===== src/rtl/object_fetch_sequencer.sv =====
// Per-frame object buffer walker: rewinds the buffer cursor, fetches each stored object,
// drops zero-depth objects if enabled, and hands the others to the rasterizer over valid/ready.
package object_fetch_pkg;
    typedef struct packed {
        logic [7:0]  depth;
        logic [7:0]  id;
        logic [11:0] x;
        logic [11:0] y;
    } object_t;
endpackage

module object_fetch_sequencer
    import object_fetch_pkg::*;
#(
    parameter int SIZE            = 50,
    parameter bit CULL_ZERO_DEPTH = 1'b1
) (
    input  logic                        clock,
    input  logic                        reset,
    input  logic                        frame_start,
    input  object_t                     buf_data_b,
    input  logic                        buf_read_end,
    output logic                        buf_next_frame,
    output logic                        buf_read_b,
    output logic                        obj_valid,
    input  logic                        obj_ready,
    output object_t                     obj_data,
    output logic                        busy,
    output logic                        frame_done,
    output logic [$clog2(SIZE+1)-1:0]   obj_count
);

    localparam int CW = $clog2(SIZE + 1);
    localparam logic [CW-1:0] SIZE_C = CW'(SIZE);

    typedef enum logic [2:0] {
        ST_IDLE    = 3'd0,
        ST_REWIND  = 3'd1,
        ST_FETCH   = 3'd2,
        ST_PRESENT = 3'd3,
        ST_DONE    = 3'd4
    } state_t;

    state_t        state_r;
    state_t        state_s;
    logic [CW-1:0] fetch_cnt_r;
    logic [CW-1:0] obj_count_r;
    object_t       obj_data_r;
    logic          next_frame_r;
    logic          obj_valid_r;
    logic          busy_r;
    logic          frame_done_r;
    logic          start_s;
    logic          read_s;
    logic          load_s;
    logic          accept_s;

    // Next-state and per-cycle strobes of the walk.
    always_comb begin
        state_s  = state_r;
        start_s  = 1'b0;
        read_s   = 1'b0;
        load_s   = 1'b0;
        accept_s = 1'b0;
        case (state_r)
            ST_IDLE: begin
                if (frame_start) begin
                    start_s = 1'b1;
                    state_s = ST_REWIND;
                end else begin
                    state_s = ST_IDLE;
                end
            end
            ST_REWIND: begin
                state_s = ST_FETCH;
            end
            ST_FETCH: begin
                // The counter bound matters when the cursor cannot wrap up to SIZE.
                if (buf_read_end || (fetch_cnt_r == SIZE_C)) begin
                    state_s = ST_DONE;
                end else begin
                    read_s = 1'b1;
                    if (CULL_ZERO_DEPTH && (buf_data_b.depth == 8'd0)) begin
                        state_s = ST_FETCH;
                    end else begin
                        load_s  = 1'b1;
                        state_s = ST_PRESENT;
                    end
                end
            end
            ST_PRESENT: begin
                if (obj_ready) begin
                    accept_s = 1'b1;
                    state_s  = ST_FETCH;
                end else begin
                    state_s = ST_PRESENT;
                end
            end
            ST_DONE: begin
                state_s = ST_IDLE;
            end
            default: begin
                state_s = ST_IDLE;
            end
        endcase
    end

    // State register.
    always_ff @(posedge clock or posedge reset) begin
        if (reset) begin
            state_r <= ST_IDLE;
        end else begin
            state_r <= state_s;
        end
    end

    // Status outputs registered from the next state so they line up with the state register.
    always_ff @(posedge clock or posedge reset) begin
        if (reset) begin
            next_frame_r <= 1'b0;
            obj_valid_r  <= 1'b0;
            busy_r       <= 1'b0;
            frame_done_r <= 1'b0;
        end else begin
            next_frame_r <= (state_s == ST_REWIND);
            obj_valid_r  <= (state_s == ST_PRESENT);
            busy_r       <= (state_s != ST_IDLE);
            frame_done_r <= (state_s == ST_DONE);
        end
    end

    // Object capture on the same edge that advances the buffer cursor.
    always_ff @(posedge clock or posedge reset) begin
        if (reset) begin
            obj_data_r <= '0;
        end else if (load_s) begin
            obj_data_r <= buf_data_b;
        end else begin
            obj_data_r <= obj_data_r;
        end
    end

    // Fetch counter bounds the walk; it is cleared when a new frame is accepted.
    always_ff @(posedge clock or posedge reset) begin
        if (reset) begin
            fetch_cnt_r <= '0;
        end else if (start_s) begin
            fetch_cnt_r <= '0;
        end else if (read_s && (fetch_cnt_r != SIZE_C)) begin
            fetch_cnt_r <= fetch_cnt_r + {{(CW-1){1'b0}}, 1'b1};
        end else begin
            fetch_cnt_r <= fetch_cnt_r;
        end
    end

    // Handshake counter, saturating, held after the frame until the next start.
    always_ff @(posedge clock or posedge reset) begin
        if (reset) begin
            obj_count_r <= '0;
        end else if (start_s) begin
            obj_count_r <= '0;
        end else if (accept_s && (obj_count_r != SIZE_C)) begin
            obj_count_r <= obj_count_r + {{(CW-1){1'b0}}, 1'b1};
        end else begin
            obj_count_r <= obj_count_r;
        end
    end

    assign buf_next_frame = next_frame_r;
    assign buf_read_b     = read_s;
    assign obj_valid      = obj_valid_r;
    assign obj_data       = obj_data_r;
    assign busy           = busy_r;
    assign frame_done     = frame_done_r;
    assign obj_count      = obj_count_r;

endmodule


===== config.mk =====
export PLATFORM = sky130hd
export DESIGN_NAME = object_fetch_sequencer
export DESIGN_NICKNAME = d
export VERILOG_FILES = /design/src/rtl/object_fetch_sequencer.sv
export SDC_FILE = /design/constraint.sdc
export NUM_CORES = 1
export LEC_CHECK = 0
export BUFFER_PORTS_ARGS = -buffer_cell sky130_fd_sc_hd__buf_2
export CAP_MARGIN = 20
export CORE_MARGIN = 8
export CORE_UTILIZATION = 44
export DETAILED_ROUTE_END_ITERATION = 10
export PLACE_DENSITY = 0.85
export SLEW_MARGIN = 20
export SYNTH_ARGS = -nofsm -noshare
export SYNTH_HDL_FRONTEND = slang
export SYNTH_SLANG_ARGS = --single-unit
export TNS_END_PERCENT = 1

===== constraint.sdc =====
create_clock -name clock -period 2.1 [get_ports clock]
set_input_delay 0.525 -clock clock [delete_from_list [all_inputs] [get_ports clock]]
set_output_delay 0.525 -clock clock [all_outputs]
set_load 0.02 [all_outputs]

# After elaboration in Yosys (flattened, before gate mapping)
# Cells that the tools add are included.
# W data, S select, Z words.
[word_totals] ff_bits=59 inputBits=45 output_inout_bits=51 wordCells=48
[op_classes] add_sub_neg=2 n_eq_ne=9 muxes=18 n_reduce_logical=8
[op_table] operator="$mux W6" n=4
[op_table] operator="$add A6 B1 Y6 const B" n=2
[op_table] operator="$mux W1" n=12
[op_table] operator="$ne A6 B6 Y1 const B" n=2
[op_table] operator="$pmux W3 S4" n=1
[op_table] operator="$eq A3 B2 Y1 const B" n=3
[op_table] operator="$logic_not A8 Y1" n=1
[op_table] operator="$eq A3 B1 Y1 const B" n=2
[op_table] operator="$eq A6 B6 Y1 const B" n=1
[op_table] operator="$reduce_bool A2 Y1" n=2
[op_table] operator="$eq A3 B3 Y1 const B" n=1
[op_table] operator="$logic_not A3 Y1" n=1
[op_table] operator="$mux W3" n=1
[op_table] operator="$reduce_bool A3 Y1" n=1
[op_table] operator="$logic_and A1 B1 Y1" n=2
[op_table] operator="$logic_or A1 B1 Y1" n=1

# Depth between registers and ports, before layout
[depth] ltp_word=7 ltp_mapped=9 depth_no_buf=6

# Least setup slack after synthesis
# OpenSTA, ideal clock, no wires.
[synth_path] path_kind="register -> register" startpoint="register fetch_cnt_r[0]" endpoint="register obj_data_r, in the netlist obj_data[0]" setup_ps=125 t_arrival_ps=1900 required_ps=1975 slack_ps=75 path_stages_with_launch=10 n_path_buf=3 synth_period_minus_slack_ps=2025 cell_sequence="dfrtp_1 inv_1 ha_1 or3b_1 o21a_1 buf_6 and2_4 buf_6 buf_12 mux2_4"
[synth_via] elab_chain_len=4
[synth_lines] item="start: declaration" line_no="46" text="logic [CW-1:0] fetch_cnt_r;"
[synth_lines] item="start signal: assignment" line_no="150" text="fetch_cnt_r <= fetch_cnt_r + {{(CW-1){1'b0}}, 1'b1};"
[synth_lines] item="start signal: assignment" line_no="152" text="fetch_cnt_r <= fetch_cnt_r;"
[synth_lines] item="$eq A6 B6 Y1" line_no="79" text="if (buf_read_end || (fetch_cnt_r == SIZE_C)) begin"
[synth_lines] item="$logic_or A1 B1 Y1" line_no="79"
[synth_lines] item="$mux W1" line_no="79"
[synth_lines] item="$mux W1" line_no="65" text="case (state_r)"
[synth_lines] item="end signal: assignment" line_no="137" text="obj_data_r <= buf_data_b;"
[synth_lines] item="end signal: assignment" line_no="139" text="obj_data_r <= obj_data_r;"
[synth_lines] item="end: declaration" line_no="48" text="object_t obj_data_r;"
# No other way between the ends.
# A chain may end at the register's enable or synchronous reset.

# Final worst setup path
[layout_path] startpoint="register fetch_cnt_r[0]" endpoint="output port buf_read_b"
[layout_via] elab_chain_len=4
[layout_lines] item="$eq A6 B6 Y1" line_no="79"
[layout_lines] item="$logic_or A1 B1 Y1" line_no="79"
[layout_lines] item="$mux W1" line_no="79"
[layout_lines] item="$mux W1" line_no="65"
[layout_lines] item="end: declaration" line_no="24" text="output logic buf_read_b,"
# No other way between the ends.

==> results_dict.tcl <==
set metrics [dict create \
    flow.area_growth_from_synthesis_pct 31.6 \
    total_count_of_max_transition_violations_in_the_final_report 0 \
    syn-mean-instance-area_um2 14.4 \
    synth-warning-count 0 \
    num-fill-cells 503 \
    timing_worst_slew_pin_value_ns 0.608 \
    floorplan.die_area_um2 8540 \
    effective_utilization_at_floorplan_pct 44.5 \
    avgRoutedWirePerCell_um 15.8 \
    h-tree-depth 3 \
    finalCriticalPeriod_ns 2.17 \
    pin_count_of_the_biggest_net_entering_global_routing 32 \
    grt_first_pass_wirelength_um 9340 \
    worstPathBufferInverterCount 2 \
    gp_congestion 0.766 \
    hp-class "primary input to asynchronous set/reset pin" \
    cts.hold.buffers_added 0 \
    critical_path_fanouts_max 3 \
    post-route-cell-area_um2 3380 \
    kind_of_capture_point_of_the_worst_setup_path "output port" \
    drive_gt1_share_pct 54.8 \
    crit_required_ns 1.57 \
    path_clk_slew_ns 0.07 \
    placement.cell_area_um2 3140 \
    synth_area_um2 2570 \
    global_route_total_usage_across_every_layer_pct 13.9 \
    critPathSlowestCell "or3b_4" \
    crit_chain "inv_1 > ha_2 > or3b_4 > o21a_4 > buf_6" \
    tritoncts "done" \
    first_global_vias 1920 \
    grt_antenna_before_repair 0 \
    dpl.hpwl_um 4410 \
    power.ir.vdd_worst_v 0.000754 \
    timing.final.crit_share_pct 103 \
    failed_checks "negative setup slack" \
    clk_path_buf_depth 2 \
    placement.io_buffers 95 \
    critical-path-top-delay-family "simple AND/OR/NAND/NOR gates" \
    synthesis.nets 227 \
    synth.yosys.seq_area_share_pct 57.4 \
    finalHoldViolCount 0 \
    critPathMaxStageDelay_ns 0.38 \
    utilization_pct 58.5 \
    outcome "complete, but fails checks" \
    cp_data_arrival_time_ns 1.64 \
    rows 28 \
    cellPowerDensity_nw_per_um2 1550 \
    preCtsSetupSlack_ns 0.0691 \
    whs_ns 0.272 \
    synthCells 178 \
    max_freq_mhz 461 \
    clkSinkCount 59 \
    placeableCoreArea_um2 5780 \
    number_of_drc_violations_after_detailed_routing 0 \
    fp.dieH_um 92.4 \
    fp.dieW_um 92.4 \
    ff_latch_area_um2 1480 \
    cts_root_buffer "clkbuf_8" \
    finalSetupViolCount 1 \
    pin_count 96 \
    leakagePower_nw 1.74 \
    totalWireLength_um 5810 \
    multi_input_comb_area_um2 987 \
    tritoncts.num_buffers 9 \
    yosys.cell_types.count 36 \
    design.final.nets 336 \
    clk_latency_ns 0.32 \
    rel_slew_slack_pct 59.4 \
    vias 1750 \
    route.detailed.vias_per_inst 4.77 \
    number_of_design_rule_violations_left_by_the_first_detailed_router_iteration 25 \
    drtAntennaViolNets 0 \
    globalRouteOverflowTotal 0 \
    antenna_diode_count 0 \
    critical_path.startpoint_type "flip-flop" \
    first_pass_iters 4 \
    rsz0062_at_grt "true" \
    cap_violations 0 \
    fin_worst_skew_ns 0.00848 \
    fin_ws_ns -0.0676 \
    synth-seq-cells 59 \
    timing_worst_setup_path_type "flip-flop to output port" \
]
-- cell type report --
class / count / share of cell area [%]
inverters: 6 / 0.666
well taps: 75 / 2.77
clock buffers: 12 / 4.88
flip-flops and latches: 59 / 43.7
clock inverters: 4 / 1.41
multi-input cells: 105 / 29.2
repair buffers: 106 / 17.4
-- registers in the layout, summed over array words and instances, names as in the netlist --
register / count
fetch_cnt_r: 6
obj_valid: 1
busy: 1
obj_count: 6
state_r: 3
obj_data: 40
buf_next_frame: 1
frame_done: 1
-- power by group --
| part | leakage (nW) | switching, mW | internal [mW] |
|---|---|---|---|
| Clock | 0.108 | 0.417 | 0.641 |
| Sequential | 0.733 | 0.268 | 1.61 |
| Combinational | 0.898 | 1.20 | 1.10 |
| Total | 1.74 | 1.88 | 3.35 |
-- per-stage QoR --
step	TNS, ns	power (mW)	std cells
after floorplan	0	3.46	178
after global placement	0	4.11	350
after detailed placement	0	4.18	350
after CTS	-0.163	5.29	367
after global routing	-0.137	5.54	367
final	-0.0676	5.23	367
-- cells in the final DEF, fill, tap and decap left out, types with 3 or more instances in the layout --
cell type	netlist	layout
buf_4	0	9
dfrtp_1	59	59
inv_1	6	5
nand3_1	4	4
xnor2_1	3	3
xor2_1	3	3
ha_1	4	3
nand2_1	8	8
nor2_1	12	12
o21ai_0	3	3
a22o_1	8	8
mux2_4	30	30
buf_2	2	94
clkbuf_8	0	12
-- synthesized netlist by cell type (all sizes together) --
cell | n | area (um^2)
nand2 | 8 | 30.0
nor4b | 3 | 41.3
xnor2 | 3 | 26.3
inv | 6 | 22.5
nand3b | 1 | 7.51
clkbuf | 1 | 3.75
dfrtp | 59 | 1480
xor2 | 3 | 26.3
a311oi | 1 | 8.76
nand4 | 2 | 12.5
o21a | 1 | 7.51
nor2 | 12 | 45.0
nor3b | 1 | 7.51
a22o | 8 | 70.1
a31oi | 1 | 6.26
and2 | 1 | 8.76
mux2 | 32 | 473
a211oi | 2 | 15.0
and3 | 1 | 6.26
nor3 | 2 | 10.0
ha | 4 | 50.1
o211ai | 1 | 7.51
buf | 7 | 92.6
nand4b | 1 | 8.76
o21ai | 3 | 15.0
nand3 | 4 | 20.0
a21oi | 2 | 10.0
nor4 | 2 | 12.5
mux2i | 2 | 20.0
a21o | 1 | 7.51
or3 | 2 | 12.5
or3b | 1 | 8.76
-- routing by layer --
metal  GRT usage, %  up-vias  routed length, um
met3           5.26        9                493
met5              0        -                  0
met1           16.7      824               2530
li1               -      852                  -
met2           21.5       65               2710
met4           6.44        0                 72
-- final timing paths --
check	startpoint	end	slack, ns	cells after the start
worst min-delay path	reset	obj_data[13]	0.27	2
worst min register to register	obj_data[38]	obj_data[38]	0.50	1
worst max-delay path	fetch_cnt_r[0]	buf_read_b	-0.07	5
max in group asynchronous	reset	fetch_cnt_r[4]	1.26	3
min in group clock	buf_data_b[26]	obj_data[26]	0.43	2
worst max register to register	fetch_cnt_r[0]	state_r[0]	0.13	7
-- what timing repair did --
item,4_1_cts,5_1_grt
endpoints found under the hold margin,0,0
endpoints found under the setup margin,1,3
pin swaps,1,1
buffers inserted,1,1
gates resized for setup,3,3
-- logic make-up after synthesis --
kind of cell / Yosys count / synth area share (%)
AOI/OAI and AO/OA: 20 / 5.75
xor gates and xnor gates: 6 / 2.05
adders and majority gates: 4 / 1.95
buffers and inverters: 14 / 4.62
DFF: 59 / 57.4
muxes: 34 / 19.2
and+or+nand+nor: 41 / 9.01
(Power assumes the default switching activity.)
